`src/rtl/dmem_arbiter.sv`:
```
// Two-port data-memory arbiter: serialises word accesses into a fixed MEM_LAT-cycle window,
// acks with a one-cycle pulse and bounds port-1 starvation by STARVE_LIM consecutive port-0 wins.
module dmem_arbiter #(
    parameter int unsigned MEM_LAT    = 2,
    parameter int unsigned STARVE_LIM = 4
) (
    input  logic        clk_i,
    input  logic        start_i,
    input  logic        req0_i,
    input  logic        req1_i,
    input  logic        we0_i,
    input  logic        we1_i,
    input  logic [31:0] addr0_i,
    input  logic [31:0] addr1_i,
    input  logic [31:0] wdata0_i,
    input  logic [31:0] wdata1_i,
    output logic        ack0_o,
    output logic        ack1_o,
    output logic [31:0] rdata0_o,
    output logic [31:0] rdata1_o,
    output logic        stall_o,
    output logic        busy_o,
    output logic        mem_en_o,
    output logic        mem_we_o,
    output logic [31:0] mem_addr_o,
    output logic [31:0] mem_wdata_o,
    input  logic [31:0] mem_rdata_i
);

    localparam int unsigned CntW = (MEM_LAT > 1) ? $clog2(MEM_LAT) : 1;
    localparam int unsigned StvW = $clog2(STARVE_LIM + 1);
    localparam logic [CntW-1:0] CntInit = CntW'(MEM_LAT - 1);
    localparam logic [StvW-1:0] StvLim  = StvW'(STARVE_LIM);

    typedef enum logic [1:0] {StIdle, StBusy, StDone} state_e;

    state_e           state_q, state_d;
    logic [CntW-1:0]  cnt_q, cnt_d;
    logic [StvW-1:0]  starve_q, starve_d;
    logic             gnt_q, gnt_d;
    logic             we_q, we_d;
    logic [31:0]      addr_q, addr_d;
    logic [31:0]      wdata_q, wdata_d;
    logic [31:0]      rdata0_q, rdata0_d;
    logic [31:0]      rdata1_q, rdata1_d;
    logic             any_req;
    logic             win1;

    assign any_req = req0_i | req1_i;
    // Port 1 wins when alone, or when port 0 has used up its consecutive-grant allowance.
    assign win1    = req1_i & (~req0_i | (starve_q == StvLim));

    always_ff @(posedge clk_i or negedge start_i) begin
        if (!start_i) begin
            state_q  <= StIdle;
            cnt_q    <= '0;
            starve_q <= '0;
            gnt_q    <= 1'b0;
            we_q     <= 1'b0;
            addr_q   <= '0;
            wdata_q  <= '0;
            rdata0_q <= '0;
            rdata1_q <= '0;
        end else begin
            state_q  <= state_d;
            cnt_q    <= cnt_d;
            starve_q <= starve_d;
            gnt_q    <= gnt_d;
            we_q     <= we_d;
            addr_q   <= addr_d;
            wdata_q  <= wdata_d;
            rdata0_q <= rdata0_d;
            rdata1_q <= rdata1_d;
        end
    end

    always_comb begin
        state_d = state_q;
        unique case (state_q)
            StIdle:  if (any_req) state_d = StBusy;
            StBusy:  if (cnt_q == '0) state_d = StDone;
            StDone:  state_d = StIdle;
            default: state_d = StIdle;
        endcase
    end

    always_comb begin
        cnt_d    = cnt_q;
        starve_d = starve_q;
        gnt_d    = gnt_q;
        we_d     = we_q;
        addr_d   = addr_q;
        wdata_d  = wdata_q;
        rdata0_d = rdata0_q;
        rdata1_d = rdata1_q;
        if (state_q == StIdle && any_req) begin
            gnt_d   = win1;
            we_d    = win1 ? we1_i : we0_i;
            addr_d  = (win1 ? addr1_i : addr0_i) & 32'hFFFF_FFFC;
            wdata_d = win1 ? wdata1_i : wdata0_i;
            cnt_d   = CntInit;
            if (!win1 && req1_i) begin
                starve_d = (starve_q == StvLim) ? starve_q : starve_q + 1'b1;
            end else begin
                starve_d = '0;
            end
        end else if (state_q == StBusy) begin
            if (cnt_q != '0) begin
                cnt_d = cnt_q - 1'b1;
            end else if (!we_q) begin
                if (gnt_q) rdata1_d = mem_rdata_i;
                else       rdata0_d = mem_rdata_i;
            end
        end
    end

    always_comb begin
        mem_en_o = (state_q == StBusy);
        mem_we_o = (state_q == StBusy) && (cnt_q == '0) && we_q;
        ack0_o   = (state_q == StDone) && !gnt_q;
        ack1_o   = (state_q == StDone) && gnt_q;
        busy_o   = (state_q == StBusy) || (state_q == StDone);
    end

    assign stall_o     = req0_i & ~ack0_o;
    assign mem_addr_o  = addr_q;
    assign mem_wdata_o = wdata_q;
    assign rdata0_o    = rdata0_q;
    assign rdata1_o    = rdata1_q;

endmodule

```
`config.mk`:
```
export PLATFORM = sky130hd
export DESIGN_NAME = dmem_arbiter
export DESIGN_NICKNAME = d
export VERILOG_FILES = /design/src/rtl/dmem_arbiter.sv
export SDC_FILE = /design/constraint.sdc
export NUM_CORES = 1
export LEC_CHECK = 0
export ABC_AREA = 1
export BUFFER_PORTS_ARGS = -buffer_cell sky130_fd_sc_hd__clkbuf_2
export CORE_MARGIN = 2
export CORE_UTILIZATION = 42
export DETAILED_ROUTE_END_ITERATION = 8
export PLACE_DENSITY = 0.86
export SETUP_SLACK_MARGIN = 0.5
export SYNTH_ARGS = -nofsm -noshare
export SYNTH_HDL_FRONTEND = slang
export SYNTH_SLANG_ARGS = --single-unit
```
`constraint.sdc`:
```
create_clock -name clk_i -period 1.5 [get_ports clk_i]
set_input_delay 0.225 -clock clk_i [delete_from_list [all_inputs] [get_ports clk_i]]
set_output_delay 0.225 -clock clk_i [all_outputs]
set_load 0.01 [all_outputs]
```
==> metrics, run 1 <==
VDD IR max 1280 µV; Final setup viols 140; startpoint types register; Worst Setup End Kind register; Warnings, synthesis 0; Worst Setup Path Type reg -> reg; Critical Path AT 2240 ps; Final Hold Slack 63.9 ps; RSZ-0062 raised after global routing true; Pwr Density 2280 nW/µm²; initial antenna violation count 0; Routed WL per cell 22.1 µm; critical path required time 1840 ps; CP peak stage delay 410 ps; vias in the first global route between 8000 and 9000; status complete, but fails checks; final hold viol count 0; clk_lat worst skew 430 ps; synthesis-to-finish area growth 94.2%; non-filler instance count after layout 1495; via count 8603; Switch Pwr approximately 0.011 W; logic gate share of total power between 60 and 70%; num rows 44; H-tree depth 4; Synth Area in Adders between 1 and 1.5%; PortBufs 293; number of distinct library cells after synthesis 19; register bit total from synthesis approximately 130; antenna cell count 0; Cell Int Power 0.0169 W; largest net degree at the start of global routing 50; first-pass GRT wire length 42700 µm; CTS clk-pin slew, worst paths ~70 ps; Sw Share between 30 and 40%; clock group share of total power 16.6%; placed cell count roughly 1300; Post-Synth XOR/XNOR Area less than 1%; RR Startpoint state_q[0]; Syn Area/Cell 7.74 µm²; Buf/Inv on CP 7; CTS tree done; crit share post-route 127%; Overflow after GRT 0; # clock sinks 134; num ports 300; Syn Inst Count 819; Total GRT Usage 34.4%; Via density 5.75; largest family of logic cells by synthesized area simple AND/OR/NAND/NOR gates; Synth Area in Compound Gates 0.691%; iteration count of the initial detailed-routing pass 6; DRC 0; Max Freq 526 MHz; leakage around 7.0 nW; Antenna Nets Post-Route 0; CP max FO 8; Core Box Area 14600 µm²; Sequential Power Share a little under a quarter; crit path time final 1900 ps; max-cap violations 0; number of buffers created by CTS 17; Placement Cell Area 8200 µm²; Max Transition Viols Final 0; Setup Skew 15.7 ps; failing checks negative setup slack; Max clock buf depth 2; Initial Util 43.3%; Setup Total Neg Slack -32900 ps; First DRT Iteration DRCs around 990; NumNets Final 1471; Worst path most repeated cell buf_12; Die Wd approximately 130 µm; die area roughly 16000 µm²; total routed wirelength 33000 µm; register area share after synthesis 52.9%; mapped cell area 6340 µm²; post-route cell area 12300 µm²; worst path cell trace inv_2, buf_4, ha_4, inv_4, nor2_4, buf_12, nor2_4, buf_12, buf_12, buf_16, nand4_1, nand2_1; Hold Path Class in -> reg; simple-gate share of the synthesized area about two fifths; beginning of the worst hold path mem_rdata_i[20]; Placer Congestion around 0.8; Die H 127 µm; clock tree root buffer cell clkbuf_16; Critical-path top delay cell dfrtp_1; slack of the critical path -399 ps; CP delay by family, top buffers and inverters; dpl hpwl around 13000 µm; share of cells above drive strength 1 58.1%; Setup crit start state_q[0]; post-synthesis mux area share 0%
-- worst paths after layout --
kind,endpoint,slack [ps],depth (start not counted)
hold reg to reg,rdata1_o[28],480,2
min in group asynchronous,rdata0_o[30],280,2
setup reg to reg,rdata0_o[30],-400,12
setup / recovery,rdata0_o[30],-400,12
hold / removal,rdata0_o[20],60,3
max in group asynchronous,starve_q[2],660,3
-- registers in the layout, indices dropped and copies added, names as in the netlist --
| register | cells |
|---|---|
| cnt_q | 1 |
| state_q | 2 |
| starve_q | 3 |
| rdata0_o | 32 |
| gnt_q | 1 |
| mem_addr_o | 30 |
| rdata1_o | 32 |
| we_q | 1 |
| mem_wdata_o | 32 |
-- area by class of cell --
type	count	area [µm²]
well taps	184	230
inverters	13	53.8
flip-flops and latches	134	3350
clock inverters	14	196
clock buffers	18	439
multi-input cells	611	3540
fillers	719	2330
repair buffers	521	4500
-- power groups by stage --
stage | logic [W] | clock network, W | registers [W]
finish | 0.0170 | 0.00466 | 0.00645
global route | 0.0177 | 0.00482 | 0.00655
CTS | 0.0133 | 0.00453 | 0.00619
detailed placement | 0.00722 | 0 | 0.00623
global placement | 0.00699 | 0 | 0.00619
floorplan | 0.00361 | 0 | 0.00683
-- kinds of logic (layout without fill, tap and decap cells) --
family / count (synthesis) / in the layout
DFF: 134 / 134
and+or+nand+nor: 593 / 593
xor gates and xnor gates: 1 / 1
other: 1 / 2
AOI/OAI and AO/OA: 8 / 8
adders and majority gates: 7 / 7
buffers and inverters: 75 / 566
-- cells in the final DEF (no fill, tap or decap), types with 5 or more instances in the layout --
cell type / instances
buf_12: 28
buf_16: 30
buf_2: 86
buf_4: 147
buf_6: 52
buf_8: 5
clkbuf_16: 19
clkbuf_2: 169
dfrtp_1: 134
inv_1: 5
inv_2: 6
nand2_1: 283
nand2_2: 116
nand2_4: 50
nand3_1: 53
nand3_2: 13
nand4_1: 66
nor2_4: 7
-- worst register-to-register path, delay by kind of cell, from the launching register on --
family,cells,cell delay [ps]
buffers and inverters,7,790
DFF,1,410
and+or+nand+nor,4,450
adders and majority gates,1,170
-- stage by stage --
stage / setup slack, ps / util, % / power [W]
6_report: -399 / 84.1 / 0.0281
3_5_place_dp: -40.9 / 56.0 / 0.0134
2_1_floorplan: 86.5 / - / 0.0104
5_1_grt: -481 / 84.1 / 0.0291
4_1_cts: -196 / 75.8 / 0.0240
3_3_place_gp: -6.68 / 56.0 / 0.0132
-- cell usage after synthesis, drive strengths merged --
cell    count  area share, %
a21oi       2           0.16
buf        53            4.2
clkbuf      9           0.53
conb        1          0.059
dfrtp     134             53
ha          7            1.4
inv        13           0.77
nand2     451             27
nand3      66            5.2
nand4      66            6.5
nor2        9           0.81
nor3        1          0.079
o21ai       6           0.53
xor2        1           0.14
-- timing repair --
item	CTS	global route
setup buffers	108	60
endpoints found under the setup margin	266	266
hold buffers	1	0
resized for setup	188	298
endpoints found under the hold margin	29	0
gates cloned	30	3
pin swaps	118	100
-- routing by layer --
metal	global-route usage [%]	routed length (µm)	vias to the layer above
li1	-	-	3584
met1	39.2	11000	4001
met2	58.8	16000	781
met3	7.72	3620	237
met4	21.6	2360	0
met5	0	0	-
Power figures use the tool's default switching activity.
==> inputs of run 2 (changes only) <==
--- a/config.mk
+++ b/config.mk
@@ -12,6 +12,7 @@
 export DETAILED_ROUTE_END_ITERATION = 8
 export PLACE_DENSITY = 0.86
 export SETUP_SLACK_MARGIN = 0.5
+export SKIP_LAST_GASP = 1
 export SYNTH_ARGS = -nofsm -noshare
 export SYNTH_HDL_FRONTEND = slang
 export SYNTH_SLANG_ARGS = --single-unit
==> run 2 against run 1 <==
Against the previous run: the flow still finishes with violations (negative setup slack); die area is the same; cell area fell by 0.53%; clock power down 0.9%; total power fell by 0.27%; worst hold slack worse by 5.4 ps; sequential share of layout area is 0.14 points higher; sequential power hardly changed; final cell count about the same; flip-flop and latch count unchanged; critical path type unchanged; critical endpoint is now rdata0_o[3]; highest routed layer unchanged.
==> metrics, run 2 (synthesis results as in run 1) <==
status complete, but fails checks; failing checks negative setup slack; Buf/Inv on CP 7 (unchanged); vias in the first global route 8177 (+0.25%); Antenna Nets Post-Route 0 (unchanged); startpoint types register; Max Freq 524 MHz (-0.40%); clk_lat worst skew 430 ps (about the same); die area 16100 µm² (unchanged); clock tree root buffer cell clkbuf_16; CP peak stage delay 400 ps (about the same); largest net degree at the start of global routing 50 (unchanged); Max Transition Viols Final 0 (unchanged); first-pass GRT wire length 42800 µm (+0.21%); PortBufs 293 (unchanged); H-tree depth 4 (unchanged); fillers 724 (+0.70%); NumNets Final 1470 (-0.068%); Placer Congestion 0.802 (unchanged); most common cell after layout, fill and taps aside nand2_1; RSZ-0062 raised after global routing true; Critical Path AT 2250 ps (about the same); antenna cell count 0 (unchanged); num ports 300 (unchanged); number of buffers created by CTS 17 (unchanged); synthesis-to-finish area growth 93.2%; Critical-path top delay cell dfrtp_1; Via density 5.72 (-0.68%); Initial Util 43.3% (unchanged); Setup crit start state_q[1]; Worst Setup Path Type reg -> reg; DRC 0 (unchanged); most frequent cells in the layout nand2_1 (293), clkbuf_2 (259), buf_4 (144); Worst Setup End Kind register; Total GRT Usage 34.4% (about the same); path depth of the worst reg2reg path 12 (unchanged); WP depth 12 (unchanged); Routed WL per cell 22.0 µm (-0.34%); crit path time final 1910 ps (+7.57 ps); final hold viol count 0 (unchanged); CTS clk-pin slew, worst paths 70 ps (about the same); total routed wirelength 32900 µm (-0.41%); Setup Skew 19.1 ps (+3.36 ps); Core Box Area 14600 µm² (unchanged); Overflow after GRT 0 (unchanged); max-cap violations 0 (unchanged); critical path required time 1850 ps (about the same); worst path cell trace inv_2, buf_6, ha_4, inv_4, nor2_4, buf_12, nor2_4, buf_12, buf_12, buf_16, nand4_1, nand2_1; Setup Total Neg Slack -32300 ps (+597 ps); Final setup viols 140 (unchanged); share of cells above drive strength 1 57.3% (-0.87 points); # clock sinks 134 (unchanged); RR Endpoint rdata0_o[3]; Die H 127 µm (unchanged); First DRT Iteration DRCs 1055 (+6.2%); CP delay by family, top buffers and inverters; Max clock buf depth 2 (unchanged); Pwr Density 2290 nW/µm² (+0.26%); CP max FO 8 (unchanged); Worst path most repeated cell buf_12; slack of the critical path -407 ps (-7.57 ps); via count 8539 (-0.74%); leakage 7.01 nW (-0.42%); Hold Path Class in -> reg; CTS tree done; iteration count of the initial detailed-routing pass 6 (unchanged); crit share post-route 127% (+0.50 points); Worst Setup EP rdata0_o[3]; dpl hpwl 12900 µm (unchanged); Overall Power 0.0280 W (-0.27%); num rows 44 (unchanged); hold depth 3 (unchanged); Die Wd 127 µm (unchanged); R2R setup slack -410 ps (about the same); RR Startpoint state_q[1]; VDD IR max 1220 µV (-5.0%); initial antenna violation count 0 (unchanged)
==> run 2: changes by cell type in the layout (fill, tap and decap cells not counted), moves of 3 or more <==
cell,change
buf_2,-84
buf_4,-3
buf_6,-4
clkbuf_2,+90
nand2_1,+10
nand2_2,-11
==> run 2: timing repair <==
item,4_1_cts,5_1_grt
hold buffers,1,0
setup buffers,108,59
cloned,30,3
pin swaps,111,99
resized for setup,180,200
setup endpoints to repair,266,266
endpoints found under the hold margin,29,0
==> run 2: how the worst min path moves through the flow <==
stage,startpoint,slack (ps),to
finish,mem_rdata_i[15],60,rdata1_o[15]
detailed placement,start_i,150,rdata0_o[29]
CTS,mem_rdata_i[15],40,rdata0_o[15]
global route,mem_rdata_i[13],60,rdata1_o[13]
global placement,start_i,150,rdata0_o[29]
floorplan,start_i,-70,cnt_q
==> run 2: power breakdown <==
part	total, W	internal (W)	switching [W]	leakage, nW
registers	0.00644	0.00524	0.00119	1.70
logic	0.0170	0.00872	0.00827	5.01
clock network	0.00462	0.00285	0.00178	0.304
total	0.0280	0.0168	0.0112	7.01
==> run 2: worst register-to-register path: stages (launching register included) <==
cell and delay (ps):
dfrtp_1 400, inv_2 90, buf_6 120, ha_4 160
inv_4 60, nor2_4 40, buf_12 130, nor2_4 110
buf_12 120, buf_12 140, buf_16 140, nand4_1 160
nand2_1 160
==> run 2: cell type report <==
class	instances	area (µm²)	area share, %
flip-flops and latches	134	3350	27.4
repair buffers	520	4460	36.5
clock inverters	14	196	1.60
multi-input cells	611	3510	28.7
well taps	184	230	1.88
clock buffers	18	439	3.59
inverters	13	53.8	0.439
==> run 2: metrics by stage <==
step | utilization, % | std cells | hold WS, ps | cell area (µm²) | setup slack [ps]
after global placement | 56.0 | 1261 | 145 | 8200 | -6.68
final | 83.6 | 1494 | 58.5 | 12200 | -407
after detailed placement | 56.0 | 1261 | 151 | 8200 | -40.9
after floorplan | - | 820 | -70.6 | 6570 | 86.5
after global routing | 83.6 | 1494 | 60.9 | 12200 | -500
after CTS | 75.7 | 1432 | 42.5 | 11100 | -206
==> run 2: layer usage <==
layer	GRT usage (%)	up-vias	part of all wire, %
met1	39.4	3976	34
met4	20.4	0	7.2
met5	0	-	0
li1	-	3593	-
met2	58.8	737	49
met3	8.27	233	10
==> inputs of run 3 (changes only) <==
--- a/config.mk
+++ b/config.mk
@@ -5,12 +5,12 @@
 export SDC_FILE = /design/constraint.sdc
 export NUM_CORES = 1
 export LEC_CHECK = 0
-export ABC_AREA = 1
+export ABC_AREA = 0
 export BUFFER_PORTS_ARGS = -buffer_cell sky130_fd_sc_hd__clkbuf_2
 export CORE_MARGIN = 2
 export CORE_UTILIZATION = 42
 export DETAILED_ROUTE_END_ITERATION = 8
-export PLACE_DENSITY = 0.86
+export PLACE_DENSITY = 0.87
 export SETUP_SLACK_MARGIN = 0.5
 export SKIP_LAST_GASP = 1
 export SYNTH_ARGS = -nofsm -noshare
==> run 3 against run 2 <==
Against the previous run: the run still ends with negative setup slack left; via count is 22% lower; count of clock-buffer cells in the layout is 1 higher; cell area is 11% lower; die area is 4.1% lower; non-clock buffer count is 53 lower; clock skew is 9.8 ps lower; routed wire length is 16% lower; worst hold slack worse by 4.2 ps; critical path type unchanged; highest routed layer unchanged.
==> metrics, run 3 <==
CP peak stage delay 550 ps (+150 ps); critical path required time 1790 ps (-60 ps); Critical-path top delay cell or4b_4; non-filler instance count after layout 1171 (-22%); Overflow after GRT 0 (unchanged); Hold Path Class in -> reg; NumNets Final 1151 (-22%); mapped cell area 6070 µm² (-4.2%); synthesis-to-finish area growth 79.4%; synth top area cells dfrtp_1 (55%), nand2_1 (7.9%), o211ai_1 (7.8%); vias in the first global route 6447 (-21%); Setup Skew 9.26 ps (-9.80 ps); Placer Congestion 0.817 (+1.8%); max-cap violations 0 (unchanged); iteration count of the initial detailed-routing pass 5 (-1); status complete, but fails checks; H-tree depth 4 (unchanged); RSZ-0062 raised after global routing true; clk_lat worst skew 410 ps (-20 ps); CTS clk-pin slew, worst paths 60 ps (about the same); met1 GRT Util 35.8% (-3.5 points); CP delay by family, top simple AND/OR/NAND/NOR gates; M3 GR Usage 6.96% (-1.3 points); initial antenna violation count 0 (unchanged); slew at the pin with the worst max-slew slack 751 ps; Commonest cells post-synth dfrtp_1 (134), nand2_1 (128), nand4_1 (65); failing checks negative setup slack; Total GRT Usage 29.7% (-4.7 points); First DRT Iteration DRCs 597 (-43%); first-pass GRT wire length 35700 µm (-17%); Syn Inst Count 544 (-34%); DRC 0 (unchanged); startpoint types register; Pwr Density 2390 nW/µm² (+4.2%); EDFF count, synth 0 (unchanged); Max clock buf depth 2 (unchanged); Placement Cell Area 7890 µm² (-3.8%); slack of the critical path -500 ps (-92.6 ps); CTS tree done; Warnings, synthesis 0 (unchanged); Die Wd 124 µm (-2.0%); leakage 5.57 nW (-21%); register area share after synthesis 55.2% (+2.3 points); total routed wirelength 27400 µm (-16%); Via density 5.70 (-0.19%); Setup WS pre-CTS -569 ps (-528 ps); asr flop ratio synth 100% (unchanged); VDD IR max 1150 µV (-5.6%); post-route cell area 10900 µm² (-11%); dpl hpwl 12400 µm (-4.3%); antenna cell count 0 (unchanged); num ports 300 (unchanged); Routed WL per cell 23.4 µm (+6.6%); Initial Util 43.4% (+0.13 points); GR peak layer met2; Overall Power 0.0260 W (-7.3%); predominant post-synthesis flop cell dfrtp_1; PortBufs 293 (unchanged); most frequent cell after synthesis dfrtp_1; Max Transition Viols Final 0 (unchanged); Worst Setup Path Type reg -> reg; top cell type's share of synthesized area 55.2% (+2.3 points); Setup Total Neg Slack -43230 ps (-10930 ps); Synth area leader dfrtp_1; Final setup viols 139 (-0.71%); most common cell after layout, fill and taps aside clkbuf_2; Slew headroom ~50%; Max Freq 500 MHz (-4.6%); via count 6680 (-22%); number of distinct library cells after synthesis 30 (+11); Syn Area/Cell 11.2 µm² (+44%); Core Box Area 14000 µm² (-4.5%); Die H 124 µm (-2.0%); die area 15400 µm² (-4.1%); grt met2 use 51.0% (-7.8 points); crit path time final 2000 ps (+92.6 ps); largest net degree at the start of global routing 71 (+42%); worst path cell trace inv_2, ha_2, nand2b_1, or4b_4, buf_12, mux2_4; share of cells above drive strength 1 67.5% (+10 points); most frequent cells in the layout clkbuf_2 (261), dfrtp_1 (134), buf_4 (117); num rows 43 (-2.3%); CP max FO 16 (+8); Antenna Nets Post-Route 0 (unchanged); clock tree root buffer cell clkbuf_16; # clock sinks 134 (unchanged); Critical Path AT 2290 ps (+40 ps); register bit total from synthesis 134 (unchanged); crit share post-route 133% (+6.2 points); Worst Setup End Kind register; placed cell count 992 (-21%); Buf/Inv on CP 2 (-5); number of buffers created by CTS 17 (unchanged); final hold viol count 0 (unchanged)
-- run 3: path summary, 6_finish.rpt --
kind	startpoint	cells past startpoint	to	slack [ps]
max in group asynchronous	start_i	3	rdata0_o[1]	690
min in group asynchronous	start_i	2	mem_wdata_o[27]	240
min	addr0_i[17]	3	mem_addr_o[17]	50
min reg2reg	mem_wdata_o[13]	2	mem_wdata_o[13]	500
max reg2reg	state_q[1]	6	rdata1_o[12]	-500
max	state_q[1]	6	rdata1_o[12]	-500
-- run 3: through the flow --
stage          utilization (%)  hold slack [ps]
2_1_floorplan                -            -70.6
3_3_place_gp              56.4              107
3_5_place_dp              56.4              106
4_1_cts                   69.8             33.9
5_1_grt                   77.9             57.6
6_report                  77.9             54.3
-- run 3: cell type report --
class	count	area, µm²
inverter	5	18.8
sequential	134	3350
tap	180	225
clock buffer	19	443
multi-input combinational	353	2990
fill	816	3090
timing repair buffer	467	3700
clock inverter	13	170
-- run 3: layer usage --
| metal | wire length [µm] | share of wire, % |
|---|---|---|
| met5 | 0 | 0 |
| met1 | 10300 | 37 |
| met3 | 2510 | 9.2 |
| met4 | 1170 | 4.3 |
| met2 | 13500 | 49 |
-- run 3: logic make-up (layout without fill, tap and decap cells) --
family | after synthesis | after routing | synth area share [%]
AO/OA/AOI/OAI | 72 | 72 | 8.82
adder cells (fa/ha/maj) | 7 | 7 | 1.44
buffers and inverters | 58 | 504 | 4.31
flip-flops | 134 | 134 | 55.2
multiplexers | 66 | 66 | 14.1
other | 1 | 2 | 0.0617
AND/OR/NAND/NOR | 206 | 206 | 16.1
-- run 3: worst reg2reg max path: cells and delay by family (launching register included) --
kind	cells	cell delay, ps
DFF	1	400
buffers and inverters	2	300
and+or+nand+nor	2	640
muxes	1	330
adders and majority gates	1	210
-- run 3: what timing repair did --
action	in CTS	in global routing
cloned	19	5
endpoints found under the hold margin	77	0
setup buffers	55	67
pin swaps	43	33
hold buffers	1	0
resized for setup	87	169
setup endpoints to repair	266	266
-- run 3: where the power goes --
group | internal [W] | switching [W]
Sequential | 0.00545 | 0.00137
Combinational | 0.00817 | 0.00666
Clock | 0.00269 | 0.00168
